<file path="src/rtl/matmul_pkg.sv">
// Shared types and derived-constant helpers for the matmul tile sequencer.
package matmul_pkg;

    localparam int unsigned ADDR_WIDTH_DEF = 14;

    typedef enum logic [2:0] {
        IDLE      = 3'd0,
        ISSUE     = 3'd1,
        WAIT_RD   = 3'd2,
        STEP      = 3'd3,
        WAIT_STEP = 3'd4,
        WAIT_ACC  = 3'd5,
        WRITE     = 3'd6,
        DONE      = 3'd7
    } seq_state_e;

    // Number of k-steps per output tile.
    function automatic int unsigned k_steps(input int unsigned inner_dim, input int unsigned block);
        return inner_dim / block;
    endfunction

    // Number of row tiles in C.
    function automatic int unsigned row_tiles(input int unsigned i_outer, input int unsigned block);
        return i_outer / block;
    endfunction

    // Number of column groups in C; each group spans all parallel lanes.
    function automatic int unsigned col_groups(input int unsigned w_outer, input int unsigned block,
                                               input int unsigned cores);
        return w_outer / (block * cores);
    endfunction

endpackage

</file>
<file path="src/rtl/tile_counter.sv">
// Wrap counter with synchronous clear, increment and a wrap strobe for chaining.
module tile_counter #(
    parameter int unsigned W   = 14,
    parameter int unsigned MAX = 2
) (
    input  logic         clk,
    input  logic         rst_n,
    input  logic         i_clr,
    input  logic         i_inc,
    output logic [W-1:0] o_count,
    output logic [W-1:0] o_nxt_c,
    output logic         o_wrap_c
);

    logic [W-1:0] r_count;
    logic         w_last;

    assign w_last   = (r_count == W'(MAX - 1));
    assign o_wrap_c = i_inc & w_last;
    assign o_count  = r_count;

    // Next count: clear wins, then increment with wrap.
    always_comb begin
        o_nxt_c = r_count;
        if (i_clr) begin
            o_nxt_c = '0;
        end else if (i_inc) begin
            o_nxt_c = w_last ? '0 : r_count + W'(1);
        end
    end

    // Count register.
    always_ff @(posedge clk or negedge rst_n) begin
        if (!rst_n) begin
            r_count <= '0;
        end else begin
            r_count <= o_nxt_c;
        end
    end

endmodule

</file>
<file path="src/rtl/matmul_tile_sequencer.sv">
// Tile scheduler for the blocked matrix multiplier: BRAM addressing, core pacing, tile writes.
module matmul_tile_sequencer
    import matmul_pkg::*;
#(
    parameter int unsigned BLOCK_SIZE        = 2,
    parameter int unsigned INNER_DIMENSION   = 4,
    parameter int unsigned I_OUTER_DIMENSION = 6,
    parameter int unsigned W_OUTER_DIMENSION = 6,
    parameter int unsigned NUM_CORES         = 1,
    parameter int unsigned BRAM_LATENCY      = 1,
    parameter int unsigned ADDR_WIDTH        = ADDR_WIDTH_DEF
) (
    input  logic                  clk,
    input  logic                  rst_n,
    input  logic                  i_clr,
    input  logic                  i_start,
    output logic                  o_ready,
    output logic                  o_done,
    output logic                  o_rd_en,
    output logic [ADDR_WIDTH-1:0] o_in_addrb,
    output logic [ADDR_WIDTH-1:0] o_wb_addrb,
    output logic                  o_core_valid,
    output logic                  o_reset_acc,
    output logic                  o_core_last,
    input  logic                  i_core_step_done,
    input  logic                  i_acc_done,
    output logic                  o_out_we,
    output logic [ADDR_WIDTH-1:0] o_out_addr,
    output logic [ADDR_WIDTH-1:0] o_cur_row,
    output logic [ADDR_WIDTH-1:0] o_cur_col
);

    localparam int unsigned K_STEPS    = k_steps(INNER_DIMENSION, BLOCK_SIZE);
    localparam int unsigned ROW_TILES  = row_tiles(I_OUTER_DIMENSION, BLOCK_SIZE);
    localparam int unsigned COL_GROUPS = col_groups(W_OUTER_DIMENSION, BLOCK_SIZE, NUM_CORES);
    localparam int unsigned LAT_W      = 3;
    localparam int unsigned LAT_LAST   = (BRAM_LATENCY > 1) ? BRAM_LATENCY - 2 : 0;
    localparam longint unsigned ADDR_SPAN = 64'(1) << ADDR_WIDTH;

    localparam logic [ADDR_WIDTH-1:0] KS_A     = ADDR_WIDTH'(K_STEPS);
    localparam logic [ADDR_WIDTH-1:0] CG_A     = ADDR_WIDTH'(COL_GROUPS);
    localparam logic [ADDR_WIDTH-1:0] K_LAST_A = ADDR_WIDTH'(K_STEPS - 1);

    // Elaboration-time parameter legality.
    if (BLOCK_SIZE == 0 || NUM_CORES == 0) begin : g_chk_zero
        $error("BLOCK_SIZE and NUM_CORES must be non-zero");
    end
    if (INNER_DIMENSION % BLOCK_SIZE != 0 || INNER_DIMENSION == 0) begin : g_chk_k
        $error("INNER_DIMENSION must be a non-zero multiple of BLOCK_SIZE");
    end
    if (I_OUTER_DIMENSION % BLOCK_SIZE != 0 || I_OUTER_DIMENSION == 0) begin : g_chk_i
        $error("I_OUTER_DIMENSION must be a non-zero multiple of BLOCK_SIZE");
    end
    if (W_OUTER_DIMENSION % (BLOCK_SIZE * NUM_CORES) != 0 || W_OUTER_DIMENSION == 0) begin : g_chk_w
        $error("W_OUTER_DIMENSION must be a non-zero multiple of BLOCK_SIZE*NUM_CORES");
    end
    if (BRAM_LATENCY < 1 || BRAM_LATENCY > 4) begin : g_chk_lat
        $error("BRAM_LATENCY must be in 1..4");
    end
    if (longint'(ROW_TILES) * longint'(K_STEPS) > ADDR_SPAN ||
        longint'(COL_GROUPS) * longint'(K_STEPS) > ADDR_SPAN ||
        longint'(ROW_TILES) * longint'(COL_GROUPS) > ADDR_SPAN) begin : g_chk_ovf
        $error("address products overflow ADDR_WIDTH");
    end

    seq_state_e r_state;
    seq_state_e w_state_nxt;

    logic [LAT_W-1:0]      r_lat_cnt;
    logic                  r_acc_flag;
    logic                  r_ready, r_done, r_rd_en, r_core_valid, r_reset_acc, r_core_last, r_out_we;
    logic [ADDR_WIDTH-1:0] r_in_addrb, r_wb_addrb, r_out_addr;

    logic                  w_ready_nxt, w_done_nxt, w_rd_en_nxt, w_core_valid_nxt;
    logic                  w_reset_acc_nxt, w_core_last_nxt, w_out_we_nxt;
    logic                  w_cnt_clr, w_k_inc, w_col_inc;
    logic                  w_k_wrap, w_col_wrap, w_row_wrap;
    logic                  w_k_last, w_acc_window;
    logic [ADDR_WIDTH-1:0] w_k, w_col, w_row, w_k_nxt, w_col_nxt, w_row_nxt;
    logic [ADDR_WIDTH-1:0] w_in_addr_nxt, w_wb_addr_nxt, w_out_addr_nxt;

    assign w_cnt_clr = i_clr | ((r_state == IDLE) & i_start);
    assign w_k_inc   = (r_state == WAIT_STEP) & i_core_step_done;
    assign w_col_inc = (r_state == WRITE);

    tile_counter #(.W(ADDR_WIDTH), .MAX(K_STEPS)) u_k_cnt (
        .clk      (clk),
        .rst_n    (rst_n),
        .i_clr    (w_cnt_clr),
        .i_inc    (w_k_inc),
        .o_count  (w_k),
        .o_nxt_c  (w_k_nxt),
        .o_wrap_c (w_k_wrap)
    );

    tile_counter #(.W(ADDR_WIDTH), .MAX(COL_GROUPS)) u_col_cnt (
        .clk      (clk),
        .rst_n    (rst_n),
        .i_clr    (w_cnt_clr),
        .i_inc    (w_col_inc),
        .o_count  (w_col),
        .o_nxt_c  (w_col_nxt),
        .o_wrap_c (w_col_wrap)
    );

    tile_counter #(.W(ADDR_WIDTH), .MAX(ROW_TILES)) u_row_cnt (
        .clk      (clk),
        .rst_n    (rst_n),
        .i_clr    (w_cnt_clr),
        .i_inc    (w_col_wrap),
        .o_count  (w_row),
        .o_nxt_c  (w_row_nxt),
        .o_wrap_c (w_row_wrap)
    );

    assign w_k_last       = (w_k == K_LAST_A);
    assign w_acc_window   = (((r_state == STEP) || (r_state == WAIT_STEP)) && w_k_last) ||
                            (r_state == WAIT_ACC);
    assign w_in_addr_nxt  = w_row_nxt * KS_A + w_k_nxt;
    assign w_wb_addr_nxt  = w_col_nxt * KS_A + w_k_nxt;
    assign w_out_addr_nxt = w_row_nxt * CG_A + w_col_nxt;

    // State register.
    always_ff @(posedge clk or negedge rst_n) begin
        if (!rst_n) begin
            r_state <= IDLE;
        end else begin
            r_state <= w_state_nxt;
        end
    end

    // Next-state and next-output decode; clr overrides every transition.
    always_comb begin
        w_state_nxt = r_state;
        case (r_state)
            IDLE:      if (i_start) w_state_nxt = ISSUE;
            ISSUE:     w_state_nxt = (BRAM_LATENCY == 1) ? STEP : WAIT_RD;
            WAIT_RD:   if (r_lat_cnt == LAT_W'(LAT_LAST)) w_state_nxt = STEP;
            STEP:      w_state_nxt = WAIT_STEP;
            WAIT_STEP: if (i_core_step_done) w_state_nxt = w_k_wrap ? WAIT_ACC : ISSUE;
            WAIT_ACC:  if (r_acc_flag || i_acc_done) w_state_nxt = WRITE;
            WRITE:     w_state_nxt = w_row_wrap ? DONE : ISSUE;
            DONE:      w_state_nxt = IDLE;
            default:   w_state_nxt = IDLE;
        endcase
        if (i_clr) w_state_nxt = IDLE;

        w_ready_nxt      = (w_state_nxt == IDLE);
        w_done_nxt       = (w_state_nxt == DONE);
        w_rd_en_nxt      = (w_state_nxt == ISSUE);
        w_core_valid_nxt = (w_state_nxt == STEP);
        w_reset_acc_nxt  = (w_state_nxt == STEP) && (w_k_nxt == '0);
        w_core_last_nxt  = (w_state_nxt == STEP) && (w_k_nxt == K_LAST_A);
        w_out_we_nxt     = (w_state_nxt == WRITE);
    end

    // BRAM latency wait counter, running only in WAIT_RD.
    always_ff @(posedge clk or negedge rst_n) begin
        if (!rst_n) begin
            r_lat_cnt <= '0;
        end else if (r_state == WAIT_RD) begin
            r_lat_cnt <= r_lat_cnt + LAT_W'(1);
        end else begin
            r_lat_cnt <= '0;
        end
    end

    // Sticky acc_done so an early accumulator result is not lost.
    always_ff @(posedge clk or negedge rst_n) begin
        if (!rst_n) begin
            r_acc_flag <= 1'b0;
        end else if (i_clr || (w_state_nxt == WRITE)) begin
            r_acc_flag <= 1'b0;
        end else if (i_acc_done && w_acc_window) begin
            r_acc_flag <= 1'b1;
        end
    end

    // Registered outputs; addresses load on ISSUE / WRITE entry and hold otherwise.
    always_ff @(posedge clk or negedge rst_n) begin
        if (!rst_n) begin
            r_ready      <= 1'b1;
            r_done       <= 1'b0;
            r_rd_en      <= 1'b0;
            r_core_valid <= 1'b0;
            r_reset_acc  <= 1'b0;
            r_core_last  <= 1'b0;
            r_out_we     <= 1'b0;
            r_in_addrb   <= '0;
            r_wb_addrb   <= '0;
            r_out_addr   <= '0;
        end else begin
            r_ready      <= w_ready_nxt;
            r_done       <= w_done_nxt;
            r_rd_en      <= w_rd_en_nxt;
            r_core_valid <= w_core_valid_nxt;
            r_reset_acc  <= w_reset_acc_nxt;
            r_core_last  <= w_core_last_nxt;
            r_out_we     <= w_out_we_nxt;
            if (w_rd_en_nxt) begin
                r_in_addrb <= w_in_addr_nxt;
                r_wb_addrb <= w_wb_addr_nxt;
            end
            if (w_out_we_nxt) begin
                r_out_addr <= w_out_addr_nxt;
            end
        end
    end

    assign o_ready      = r_ready;
    assign o_done       = r_done;
    assign o_rd_en      = r_rd_en;
    assign o_in_addrb   = r_in_addrb;
    assign o_wb_addrb   = r_wb_addrb;
    assign o_core_valid = r_core_valid;
    assign o_reset_acc  = r_reset_acc;
    assign o_core_last  = r_core_last;
    assign o_out_we     = r_out_we;
    assign o_out_addr   = r_out_addr;
    assign o_cur_row    = w_row;
    assign o_cur_col    = w_col;

endmodule
</file>
<file path="config.mk">
export PLATFORM = sky130hd
export DESIGN_NAME = matmul_tile_sequencer
export DESIGN_NICKNAME = d
export VERILOG_FILES = /design/src/rtl/matmul_pkg.sv /design/src/rtl/tile_counter.sv /design/src/rtl/matmul_tile_sequencer.sv
export SDC_FILE = /design/constraint.sdc
export NUM_CORES = 1
export LEC_CHECK = 0
export BUFFER_PORTS_ARGS = -buffer_cell sky130_fd_sc_hd__buf_2
export CAP_MARGIN = 25
export CELL_PAD_IN_SITES_DETAIL_PLACEMENT = 0
export CELL_PAD_IN_SITES_GLOBAL_PLACEMENT = 1
export CORE_ASPECT_RATIO = 1.25
export CORE_UTILIZATION = 35
export CTS_BUF_LIST = sky130_fd_sc_hd__clkbuf_4 sky130_fd_sc_hd__clkbuf_8
export DETAILED_ROUTE_END_ITERATION = 12
export GPL_TIMING_DRIVEN = 0
export PLACE_DENSITY = 0.65
export SKIP_CTS_REPAIR_TIMING = 1
export SYNTH_ARGS = -nofsm -noshare
export SYNTH_HDL_FRONTEND = slang
export SYNTH_HIERARCHICAL = 1
export SYNTH_SLANG_ARGS = --single-unit
</file>
<file path="constraint.sdc">
create_clock -name clk -period 4.6 [get_ports clk]
set_clock_uncertainty 0.05 [all_clocks]
set_input_delay 1.15 -clock clk [delete_from_list [all_inputs] [get_ports clk]]
set_output_delay 1.15 -clock clk [all_outputs]
set_load 0.01 [all_outputs]
</file>
# ---- Word level (Yosys, flattened, before mapping)
# Cells that the tools add are included.
dict set report op_classes {
  n_eq_ne 15
  reduce_logical 13
  add_sub_neg 7
  n_mul 1
  mux 20
  n_bitwise 6
}
# op count
set ops {}
lappend ops {{two-way mux 14 bit} 9}
lappend ops {{adder 14 x 1 -> 14 bit (second input constant)} 3}
lappend ops {{adder 14 bit} 3}
lappend ops {{== test 14 x 1 -> 1 bit (second input constant)} 2}
lappend ops {{== test 14 x 2 -> 1 bit (second input constant)} 2}
lappend ops {{two-way mux 3 bit} 8}
lappend ops {{case mux 3 bit (8 select lines)} 1}
lappend ops {{== test 3 bit (second input constant)} 6}
lappend ops {{logical NOT 14 bit} 1}
lappend ops {{multiplier 14 x 2 -> 14 bit (second input constant)} 1}
lappend ops {{== test 3 x 2 -> 1 bit (second input constant)} 3}
lappend ops {{logical NOT 3 bit} 3}
lappend ops {{== test 3 x 1 -> 1 bit (second input constant)} 2}
lappend ops {{AND 1 bit} 5}
lappend ops {{logical AND 1 bit} 4}
lappend ops {{logical OR 1 bit} 4}
lappend ops {{adder 3 x 1 -> 3 bit (second input constant)} 1}
lappend ops {{two-way mux 1 bit} 2}
lappend ops {{nonzero test 2 bit} 1}
lappend ops {{bitwise OR 1 bit} 1}
dict set report totals {
  inputBits 6
  out_inout_bits 77
  regBits 98
}

# ---- Logic depth before layout (Yosys ltp)
# Gate-level depths: netlist of run 1.
dict set report depth {
  ltp_word 10
  ltp_mapped 22
  ltp_nobuf 18
}

# ---- Modules after synthesis
# Netlist of run 1, hierarchy kept.
# module area_per_inst_um2 cells_each n_inst
set modules_own_cells {}
lappend modules_own_cells {matmul_tile_sequencer 4423.0 424 1}
lappend modules_own_cells {{tile_counter at u_col_cnt ...} 742.0 76 2}
lappend modules_own_cells {{tile_counter at u_k_cnt} 753.2 77 1}

# ---- Worst setup path before layout of run 1
# Ideal clock, no wire load.
dict set report synth_timing {
  path_kind {register to register}
  from {reg r_state[2]}
  to {reg r_out_addr[9] (netlist: o_out_addr[9])}
  t_arrival_ns 4.642
  stages_incl_launch_ff 23
  path_slack_ns -0.217
  t_required_ns 4.425
  period_less_slack_ns 4.817
  cell_sequence {dfrtp_1 buf_4 nor2b_4 and2_1 buf_6 nor4b_1 and4_1 buf_6 nor4b_1 and4_1 or2_1 buf_6 a211oi_2 inv_1 fa_1 inv_1 ha_1 fa_1 a21o_1 a22o_1 o41ai_1 xnor2_1 mux2_4}
}
dict set report synth_between {
  elab_cells_between_ends 29
}
# element line
set synth_rtl {}
lappend synth_rtl {{from (decl)} matmul_tile_sequencer.sv:66} ;# seq_state_e r_state;
lappend synth_rtl {{from (signal assigned)} matmul_tile_sequencer.sv:128} ;# r_state <= w_state_nxt;
lappend synth_rtl {{== test 3 bit} matmul_tile_sequencer.sv:84} ;# assign w_col_inc = (r_state == WRITE);
lappend synth_rtl {{named net w_col_inc} matmul_tile_sequencer.sv:76} ;# logic w_cnt_clr, w_k_inc, w_col_inc;
lappend synth_rtl {{AND 1 bit} tile_counter.sv:19} ;# assign o_wrap_c = i_inc & w_last;
lappend synth_rtl {{named net w_col_wrap} matmul_tile_sequencer.sv:77} ;# logic w_k_wrap, w_col_wrap, w_row_wrap;
lappend synth_rtl {{AND 1 bit} tile_counter.sv:19}
lappend synth_rtl {{named net w_row_wrap} matmul_tile_sequencer.sv:77}
lappend synth_rtl {{two-way mux 3 bit} matmul_tile_sequencer.sv:142} ;# WRITE: w_state_nxt = w_row_wrap ? DONE : ISSUE;
lappend synth_rtl {{case mux 3 bit (8 select lines)} matmul_tile_sequencer.sv:135} ;# case (r_state)
lappend synth_rtl {{two-way mux 3 bit} matmul_tile_sequencer.sv:146} ;# if (i_clr) w_state_nxt = IDLE;
lappend synth_rtl {{== test 3 bit} matmul_tile_sequencer.sv:154} ;# w_out_we_nxt = (w_state_nxt == WRITE);
lappend synth_rtl {{to (signal assigned)} matmul_tile_sequencer.sv:205} ;# r_out_addr <= w_out_addr_nxt;
lappend synth_rtl {{to (decl)} matmul_tile_sequencer.sv:72} ;# logic [ADDR_WIDTH-1:0] r_in_addrb, r_wb_addrb, r_out_addr;
# The timed path passes the listed nets, and every way through them passes these cells.
# A chain may end at the register's enable or synchronous reset.

# ---- Final worst setup path of run 1
# Same ends and word-level chain as after synthesis.

==> results of run 1 <==
## state kept, by name, indices dropped and copies added, names as in the netlist, 3 cells and up
register           cells
u_row_cnt/o_count     14
r_state                3
o_out_addr            14
o_in_addrb            13
r_lat_cnt              3
o_wb_addrb            14
u_col_cnt/o_count     14
u_k_cnt/o_count       14
## cell families (layout without fill, tap and decap cells)
group,Yosys count,in the layout
xor+xnor,66,66
mux,24,24
compound gates,133,133
simple gates,227,227
buf+inv,46,154
fa+ha+maj,60,60
flops,97,97
## power by group
| group | leakage, nW | total [W] | switching [W] | internal (W) |
|---|---|---|---|---|
| clock network | 0.0911 | 0.000539 | 0.000316 | 0.000224 |
| registers | 1.34 | 0.000891 | 0.0000159 | 0.000876 |
| logic | 2.36 | 0.000260 | 0.000164 | 0.0000964 |
| total | 3.79 | 0.00169 | 0.000496 | 0.00120 |
## Yosys cell counts (all sizes together) (7+ instances only)
| cell | instances |
|---|---|
| inv | 28 |
| fa | 15 |
| xor2 | 16 |
| xnor2 | 50 |
| a211oi | 10 |
| a21o | 14 |
| nand4 | 10 |
| o31ai | 10 |
| nor3 | 22 |
| nand3 | 23 |
| nand2 | 32 |
| a21oi | 24 |
| nor2 | 72 |
| nor4b | 7 |
| nor4 | 16 |
| o21ai | 31 |
| dfrtp | 96 |
| buf | 16 |
| mux2 | 24 |
| ha | 45 |
## path summary, 6_finish.rpt
| path | endpoint | slack [ns] | cells past startpoint |
|---|---|---|---|
| min | r_lat_cnt[0]$_DFF_PN0_ | 0.42 | 1 |
| min in group asynchronous | u_k_cnt/o_count[13]$_DFF_PN0_ | 0.65 | 1 |
| max in group asynchronous | o_out_addr[1]$_DFFE_PN0P_ | 3.18 | 2 |
| max reg2reg | o_out_addr[9]$_DFFE_PN0P_ | -0.06 | 21 |
| max | o_out_addr[9]$_DFFE_PN0P_ | -0.06 | 21 |
| min reg2reg | r_lat_cnt[0]$_DFF_PN0_ | 0.42 | 1 |
## stage by stage
step	hold slack (ns)	instances
final	0.416	993
after global routing	0.442	993
after CTS	0.423	984
after detailed placement	0.410	968
after global placement	0.392	967
after floorplan	0.379	653
## per-layer routing
layer | global-route usage, % | share of wire, % | up-vias | routed length [um]
li1 | - | - | 2581 | -
met1 | 25.5 | 47 | 2606 | 8680
met2 | 33.2 | 48 | 97 | 8970
met3 | 3.25 | 3.6 | 18 | 670
met4 | 7.08 | 1.8 | 0 | 337
met5 | 0 | 0 | - | 0
## cells in the final DEF, fill, tap and decap left out, types with 8 or more instances in the layout
| cell type | netlist | routed |
|---|---|---|
| dfrtp_1 | 96 | 95 |
| buf_2 | 3 | 83 |
| nor2_1 | 70 | 60 |
| xnor2_1 | 50 | 50 |
| ha_1 | 45 | 43 |
| nand2_1 | 29 | 29 |
| o21ai_0 | 29 | 29 |
| inv_1 | 24 | 24 |
| a21oi_1 | 24 | 23 |
| nor3_1 | 22 | 22 |
| nand3_1 | 21 | 21 |
| nor4_1 | 16 | 16 |
| mux2_4 | 16 | 16 |
| xor2_1 | 16 | 16 |
| a21o_1 | 14 | 14 |
| fa_1 | 15 | 13 |
| buf_4 | 2 | 12 |
| clkbuf_8 | 0 | 11 |
| o31ai_1 | 10 | 9 |
| nand4_1 | 9 | 9 |
| mux2_2 | 8 | 8 |
## cell type report
type | count | share of cell area, %
Clock inverter | 5 | 0.383
Multi-Input combinational cell | 510 | 52.7
Sequential cell | 97 | 31.0
Tap cell | 232 | 3.70
Buffer | 17 | 2.32
Clock buffer | 11 | 1.93
Inverter | 28 | 1.41
Timing Repair Buffer | 93 | 6.58
==> impl_metrics.env, run 1 <==
export IMPL_outcome="complete, but fails checks"
export IMPL_violations="design-rule violations, negative setup slack"
export IMPL_fin_setup_tns_ns=-0.0707
export IMPL_grt_overflow=0
export IMPL_setup_viol=2
export IMPL_cts_tree="done"
export IMPL_nNetsFinal=822
export IMPL_die_w_um=125
export IMPL_end_kind="flip-flop"
export IMPL_arrival_ns=4.88
export IMPL_cts_buffer_depth=2
export IMPL_fmax_mhz=214
export IMPL_grt_antenna_before_repair=0
export IMPL_synth_mux_area_share_pct=4.96
export IMPL_place_ws_ns=-0.595
export IMPL_relSlewSlack_pct=39.8
export IMPL_core_um2=18700
export IMPL_drc=2
export IMPL_postPlaceCellArea_um2=7430
export IMPL_worstPathRequired_ns=4.82
export IMPL_p_leak_nw=3.79
export IMPL_multi_input_area_um2=4130
export IMPL_synth_async_reset_ratio_pct=100
export IMPL_grt_pass1_wl_um=29300
export IMPL_track_usage_pct=19.7
export IMPL_die_height_um=156
export IMPL_clk_latency_ns=0.38
export IMPL_synthFlopType="dfrtp_1"
export IMPL_fin_area_um2=7840
export IMPL_cts_sinks=97
export IMPL_numCtsBuffers=9
export IMPL_rsz0062_at_grt="true"
export IMPL_worst_slew_pin_slew_ns=0.898
export IMPL_synth_top_family_by_area="simple AND/OR/NAND/NOR gates"
export IMPL_crit_buf_inv=5
export IMPL_fill_cells=1850
export IMPL_hpwl_um=14700
export IMPL_routabilityCongestion=0.851
export IMPL_cts_root_buf="clkbuf_8"
export IMPL_synth_xor_area_share_pct=8.68
export IMPL_n_antenna_cell=0
export IMPL_netlist_instances=653
export IMPL_ys_types=79
export IMPL_first_pass_iters=10
export IMPL_finalPower_w=0.00169
export IMPL_min_period_over_period_pct=101
export IMPL_hp_class="flip-flop to flip-flop"
export IMPL_ys_seq_elements=97
export IMPL_grt_pass1_vias=5232
export IMPL_utilization_pct=41.9
export IMPL_finalMaxSlewViolations=0
export IMPL_initial_core_util_pct=35.6
export IMPL_synthTopCellsByArea="dfrtp_1 36%, ha_1 8.5%, xnor2_1 6.6%"
export IMPL_fin_crit_ns=4.66
export IMPL_io_pins=83
export IMPL_r2r_start="r_state[2]$_DFF_PN0_"
export IMPL_drt_iter0_drc=307
export IMPL_crit_chain="buf_6 -> nor2b_4 -> and2_4 -> nor4b_4 -> and4_4 -> buf_8 -> nor4b_4 -> and4_4 -> or2_1 -> buf_6 -> a211oi_4 -> inv_1 -> fa_1 -> inv_1 -> ha_2 -> fa_2 -> a21o_1 -> a22o_1 -> o41ai_2 -> xnor2_1 -> mux2_4"
export IMPL_p_per_area_nw_per_um2=216
export IMPL_synth_top_cell_area_share_pct=36.1
export IMPL_port_buffers=82
export IMPL_row_count=56
export IMPL_synth_seq_area_share_pct=36.5
export IMPL_ys_warn_count=6
export IMPL_grt_max_degree=69
export IMPL_cts_htree_levels=3
export IMPL_register_area_um2=2430
export IMPL_fin_ws_ns=-0.0625
export IMPL_vias_per_cell=5.34
export IMPL_crit_slowest_cell="fa_1"
export IMPL_synth_edff_count=0
export IMPL_cap_violations=0
export IMPL_drive_above_1_share_pct=26.9
export IMPL_critPathMaxStageDelay_ns=0.52
export IMPL_vias=5302
export IMPL_wl_per_cell_um=18.8
export IMPL_syn_area_per_cell_um2=10.2
export IMPL_synth_area_leader_cell="dfrtp_1"
export IMPL_peakVddDrop_v=0.000111
export IMPL_area_growth_syn_to_layout_pct=17.7
export IMPL_synth_compound_area_share_pct=14.3
export IMPL_die_area_um2=19600
export IMPL_synth_simple_gate_area_share_pct=18.3
export IMPL_startpoint="r_state[2]$_DFF_PN0_"
export IMPL_wirelength_um=18700
export IMPL_min_from="r_lat_cnt[0]$_DFF_PN0_"
export IMPL_cp_top_family="simple AND/OR/NAND/NOR gates"
export IMPL_syn_nets=719
export IMPL_synth_fa_ha_area_share_pct=13.0
export IMPL_clk_pin_slew_worst_paths_ns=0.08
export IMPL_path_max_fanout=6
export IMPL_hold_violations=0
export IMPL_worstSetupStartpointType="flip-flop"
export IMPL_crit_type="flip-flop to flip-flop"
export IMPL_synth_area_um2=6660
export IMPL_detail_route_antenna_nets=0
Note: power is estimated with default switching activity, not from simulation.
==> run 2: changes to the inputs <==
--- a/config.mk
+++ b/config.mk
@@ -10,11 +10,12 @@
 export CELL_PAD_IN_SITES_DETAIL_PLACEMENT = 0
 export CELL_PAD_IN_SITES_GLOBAL_PLACEMENT = 1
 export CORE_ASPECT_RATIO = 1.25
-export CORE_UTILIZATION = 35
+export CORE_UTILIZATION = 43
 export CTS_BUF_LIST = sky130_fd_sc_hd__clkbuf_4 sky130_fd_sc_hd__clkbuf_8
 export DETAILED_ROUTE_END_ITERATION = 12
 export GPL_TIMING_DRIVEN = 0
-export PLACE_DENSITY = 0.65
+export HOLD_SLACK_MARGIN = 0.12
+export PLACE_DENSITY = 0.77
 export SKIP_CTS_REPAIR_TIMING = 1
 export SYNTH_ARGS = -nofsm -noshare
 export SYNTH_HDL_FRONTEND = slang
==> run 2 against run 1 <==
The flow finishes with violations (negative setup slack). Die area is 18% lower. Global-route usage is 3.7 points higher. Setup slack better by 0.050 ns. Highest routed layer unchanged.
==> impl_metrics.env, run 2 (synthesized netlist as in run 1, its figures left out) <==
export IMPL_reg2reg_slack_ns=-0.01
export IMPL_vias_per_cell=5.59
export IMPL_grt_max_degree=67
export IMPL_cts_buffer_depth=2
export IMPL_grt_overflow=0
export IMPL_detail_route_antenna_nets=0
export IMPL_rsz0062_at_grt="true"
export IMPL_min_path_cells=1
export IMPL_clkPwrFrac_pct=33.9
export IMPL_min_period_over_period_pct=100
export IMPL_wl_per_cell_um=18.9
export IMPL_n_antenna_cell=0
export IMPL_p_int_w=0.00127
export IMPL_violations="negative setup slack"
export IMPL_p_per_area_nw_per_um2=220
export IMPL_p_seq_share_pct=50.8
export IMPL_track_usage_pct=23.4
export IMPL_end_kind="flip-flop"
export IMPL_clk_pin_slew_worst_paths_ns=0.09
export IMPL_final_common_cell="dfrtp_1"
export IMPL_combPwrFrac_pct=15.3
export IMPL_drc=0
export IMPL_utilization_pct=52.8
export IMPL_cts_sinks=97
export IMPL_ff2ff_path_depth=21
export IMPL_grt_pass1_wl_um=28800
export IMPL_port_buffers=82
export IMPL_nNetsFinal=830
export IMPL_outcome="complete, but fails checks"
export IMPL_peakVddDrop_v=0.000138
export IMPL_setup_viol=1
export IMPL_wirelength_um=18400
export IMPL_fill_cells=1404
export IMPL_rr_endpoint="o_out_addr[9]$_DFFE_PN0P_"
export IMPL_swShare_pct=27.7
export IMPL_numCtsBuffers=9
export IMPL_worstSetupStartpointType="flip-flop"
export IMPL_cts_tree="done"
export IMPL_fin_area_um2=7970
export IMPL_arrival_ns=4.82
export IMPL_final_cell_mix="94 x dfrtp_1, 83 x buf_2, 60 x nor2_1"
export IMPL_p_leak_nw=3.86
export IMPL_register_area_um2=2430
export IMPL_fin_crit_ns=4.61
export IMPL_core_um2=15100
export IMPL_grt_antenna_before_repair=0
export IMPL_initial_core_util_pct=44.2
export IMPL_vias=5451
export IMPL_first_pass_iters=5
export IMPL_fmax_mhz=217
export IMPL_p_switching_w=0.000486
export IMPL_min_from="r_lat_cnt[0]$_DFF_PN0_"
export IMPL_finalMaxSlewViolations=0
export IMPL_r2r_start="r_state[2]$_DFF_PN0_"
export IMPL_area_growth_syn_to_layout_pct=19.6
export IMPL_die_area_um2=16000
export IMPL_whs_ns=0.411
export IMPL_hp_class="flip-flop to flip-flop"
export IMPL_hpwl_um=14100
export IMPL_routabilityCongestion=0.898
export IMPL_drt_iter0_drc=312
export IMPL_grt_pass1_vias=5344
export IMPL_hold_path_endpoint="r_lat_cnt[0]$_DFF_PN0_"
export IMPL_hold_violations=0
export IMPL_io_pins=83
export IMPL_drive_above_1_share_pct=29.2
export IMPL_multi_input_area_um2=4200
export IMPL_die_height_um=141
export IMPL_fin_ws_ns=-0.0124
export IMPL_postPlaceCellArea_um2=7400
export IMPL_cts_root_buf="clkbuf_8"
export IMPL_crit_type="flip-flop to flip-flop"
export IMPL_row_count=50
export IMPL_worstPathRequired_ns=4.81
export IMPL_die_w_um=113
export IMPL_relSlewSlack_pct=48.7
export IMPL_cap_violations=0
export IMPL_path_max_fanout=6
export IMPL_worst_slew_pin_slew_ns=0.767
export IMPL_clk_latency_ns=0.36
export IMPL_cts_htree_levels=3
run 2: cell count changes in the layout (fill, tap and decap cells not counted), sizes merged:
cell,delta
clkbuf,+2
clkinv,-3
bufinv,+1
clkinvlp,-1
buf,+8
run 2: through the flow:
step	total power (W)	setup TNS (ns)	cells	worst slack, ns
2_1_floorplan	0.00107	-0.0267	653	-0.0267
3_3_place_gp	0.00116	-3.64	943	-0.527
3_5_place_dp	0.00116	-4.40	944	-0.524
4_1_cts	0.00176	-4.02	959	-0.561
5_1_grt	0.00183	-0.589	976	-0.137
6_report	0.00175	-0.0124	976	-0.0124
run 2: power groups by stage:
stage | clock network [W] | logic, W | registers [W]
after floorplan | 0 | 0.000160 | 0.000913
after global placement | 0 | 0.000247 | 0.000908
after detailed placement | 0 | 0.000255 | 0.000909
after CTS | 0.000611 | 0.000256 | 0.000893
after global routing | 0.000640 | 0.000293 | 0.000894
final | 0.000596 | 0.000268 | 0.000891
run 2: how the worst max path moves through the flow:
stage | startpoint | endpoint | slack (ns)
finish | r_state[2]$_DFF_PN0_ | o_out_addr[9]$_DFFE_PN0P_ | -0.01
global route | r_state[2]$_DFF_PN0_ | o_out_addr[9]$_DFFE_PN0P_ | -0.14
CTS | r_state[2]$_DFF_PN0_ | o_out_addr[9]$_DFFE_PN0P_ | -0.56
detailed placement | r_state[2]$_DFF_PN0_ | o_out_addr[12]$_DFFE_PN0P_ | -0.52
global placement | r_state[2]$_DFF_PN0_ | o_out_addr[9]$_DFFE_PN0P_ | -0.53
floorplan | r_state[2]$_DFF_PN0_ | o_out_addr[9]$_DFFE_PN0P_ | -0.03
run 2: layer usage:
metal | GRT usage [%] | routed length, um | part of all wire [%]
met5 | 0 | 0 | 0
met4 | 6.51 | 383 | 2.1
met3 | 3.22 | 688 | 3.7
met2 | 38.9 | 9070 | 49
met1 | 31.7 | 8270 | 45
run 2: layout make-up:
cell class                 instances  share of cell area, %
multi-input combinational        510                   52.7
sequential                        97                   30.5
timing repair buffer             101                   7.27
tap                              208                   3.27
buffer                            17                   2.34
clock buffer                      13                   2.09
inverter                          28                   1.38
clock inverter                     2                  0.471
run 2: worst max-delay path: stages (launching register included):
cell      delay, ns
dfrtp_1        0.40
buf_6          0.12
nor2b_4        0.11
and2_4         0.16
nor4b_4        0.13
and4_4         0.22
buf_8          0.13
nor4b_4        0.12
and4_4         0.20
or2_1          0.22
buf_6          0.15
a211oi_4       0.28
inv_2          0.06
fa_1           0.51
inv_1          0.04
ha_2           0.17
fa_2           0.35
a21o_1         0.22
a22o_1         0.24
o41ai_2        0.24
xnor2_1        0.12
mux2_4         0.26
==> run 3: changes to the inputs <==
--- a/config.mk
+++ b/config.mk
@@ -9,7 +9,6 @@
 export CAP_MARGIN = 25
 export CELL_PAD_IN_SITES_DETAIL_PLACEMENT = 0
 export CELL_PAD_IN_SITES_GLOBAL_PLACEMENT = 1
-export CORE_ASPECT_RATIO = 1.25
 export CORE_UTILIZATION = 43
 export CTS_BUF_LIST = sky130_fd_sc_hd__clkbuf_4 sky130_fd_sc_hd__clkbuf_8
 export DETAILED_ROUTE_END_ITERATION = 12
@@ -17,6 +16,7 @@
 export HOLD_SLACK_MARGIN = 0.12
 export PLACE_DENSITY = 0.77
 export SKIP_CTS_REPAIR_TIMING = 1
+export SLEW_MARGIN = 20
 export SYNTH_ARGS = -nofsm -noshare
 export SYNTH_HDL_FRONTEND = slang
 export SYNTH_HIERARCHICAL = 1
==> run 3 against run 2 <==
The flow now finishes without violations. Setup slack better by 0.027 ns. Non-clock buffer count is 8 lower. Final cell count is 2.8% lower. Largest power group unchanged.
==> impl_metrics.env, run 3 (synthesized netlist as in run 1, its figures left out) <==
export IMPL_track_usage_pct=22.4
export IMPL_fmax_mhz=218
export IMPL_worst_slew_pin_slew_ns=0.785
export IMPL_wirelength_um=17900
export IMPL_drc=0
export IMPL_place_ws_ns=-0.528
export IMPL_end_kind="flip-flop"
export IMPL_wl_per_cell_um=18.9
export IMPL_cap_violations=0
export IMPL_finalMaxSlewViolations=0
export IMPL_die_area_um2=16000
export IMPL_drt_iter0_drc=269
export IMPL_area_growth_syn_to_layout_pct=18.1
export IMPL_utilization_pct=51.9
export IMPL_worstSetupStartpointType="flip-flop"
export IMPL_numCtsBuffers=9
export IMPL_postPlaceCellArea_um2=7380
export IMPL_io_pins=83
export IMPL_cts_tree="done"
export IMPL_cts_buffer_depth=2
export IMPL_vias_per_cell=5.67
export IMPL_rsz0062_at_grt="true"
export IMPL_grt_max_degree=68
export IMPL_cts_root_buf="clkbuf_8"
export IMPL_path_max_fanout=6
export IMPL_fin_area_um2=7870
export IMPL_vias=5377
export IMPL_final_common_cell="dfrtp_1"
export IMPL_core_um2=15100
export IMPL_grt_pass1_wl_um=27400
export IMPL_crit_type="flip-flop to flip-flop"
export IMPL_grt_pass1_vias=5118
export IMPL_detail_route_antenna_nets=0
export IMPL_die_w_um=126
export IMPL_p_leak_nw=3.83
export IMPL_placed_cells=924
export IMPL_initial_core_util_pct=44.0
export IMPL_cts_htree_levels=3
export IMPL_fin_cells=949
export IMPL_outcome="finished, final reports clean"
export IMPL_fin_setup_tns_ns=0
export IMPL_fin_ws_ns=0.0141
export IMPL_clk_pin_slew_worst_paths_ns=0.09
export IMPL_hpwl_um=13700
export IMPL_first_pass_iters=4
export IMPL_hp_class="flip-flop to flip-flop"
export IMPL_die_height_um=126
export IMPL_cts_sinks=97
export IMPL_clk_latency_ns=0.38
export IMPL_setup_viol=0
export IMPL_nNetsFinal=822
export IMPL_peakVddDrop_v=0.000176
export IMPL_relSlewSlack_pct=47.5
export IMPL_n_antenna_cell=0
export IMPL_drive_above_1_share_pct=27.5
export IMPL_min_period_over_period_pct=99.7
export IMPL_hold_violations=0
export IMPL_worstPathRequired_ns=4.84
export IMPL_final_cell_mix="93 x dfrtp_1, 84 x buf_2, 60 x nor2_1"
export IMPL_grt_overflow=0
export IMPL_fill_cells=1382
export IMPL_port_buffers=82
export IMPL_grt_antenna_before_repair=0
export IMPL_p_per_area_nw_per_um2=226
export IMPL_routabilityCongestion=0.898
export IMPL_fin_crit_ns=4.59
export IMPL_row_count=45
export IMPL_arrival_ns=4.82
-- run 3: final timing paths --
check | endpoint | slack (ns) | startpoint | depth (start not counted)
worst max-delay path | o_out_addr[13]$_DFFE_PN0P_ | 0.01 | r_state[2]$_DFF_PN0_ | 21
worst min-delay path | r_lat_cnt[0]$_DFF_PN0_ | 0.43 | r_lat_cnt[0]$_DFF_PN0_ | 1
worst max register to register | o_out_addr[13]$_DFFE_PN0P_ | 0.01 | r_state[2]$_DFF_PN0_ | 21
worst min register to register | r_lat_cnt[0]$_DFF_PN0_ | 0.43 | r_lat_cnt[0]$_DFF_PN0_ | 1
max in group asynchronous | u_col_cnt/o_count[0]$_DFF_PN0_ | 3.25 | rst_n | 2
min in group asynchronous | u_k_cnt/o_count[13]$_DFF_PN0_ | 0.58 | rst_n | 1
-- run 3: metrics by stage --
stage          total power (W)  hold WS, ns
2_1_floorplan          0.00107        0.379
3_3_place_gp           0.00115        0.396
3_5_place_dp           0.00116        0.428
4_1_cts                0.00178        0.440
5_1_grt                0.00185        0.460
6_report               0.00178        0.427
-- run 3: area by class of cell --
type                            instances  area [um^2]  share of cell area, %
Sequential cell                        97         2430                   30.9
Clock inverter                          3         47.5                  0.604
Clock buffer                           13          173                   2.20
Tap cell                              188          235                   2.99
Multi-Input combinational cell        510         4150                   52.8
Inverter                               28          110                   1.40
Timing Repair Buffer                   93          537                   6.82
Buffer                                 17          180                   2.29
-- run 3: where the power goes --
group          leakage [nW]  switching, W  internal, W
Combinational          2.38      0.000165     0.000104
Clock                 0.113      0.000315     0.000305
Sequential             1.34     0.0000151     0.000876
-- run 3: layer usage --
layer | global-route usage [%] | up-vias | wire (um)
met4 | 6.52 | 0 | 213
met1 | 32.0 | 2668 | 8710
met5 | 0 | - | 0
li1 | - | 2584 | -
met2 | 35.0 | 107 | 8430
met3 | 3.50 | 18 | 557
-- run 3: worst max-delay path: stages (launching register included) --
cell,delay [ns]
dfrtp_1,0.39
buf_6,0.11
nor2b_4,0.12
and2_4,0.15
nor4b_4,0.12
and4_4,0.20
buf_6,0.13
nor4b_4,0.12
and4_4,0.20
or2_1,0.22
buf_6,0.15
a211oi_4,0.25
inv_1,0.10
fa_1,0.54
inv_2,0.05
ha_4,0.15
fa_2,0.35
a21o_1,0.22
a221oi_4,0.33
o2111ai_2,0.19
and3_1,0.18
o31ai_1,0.17
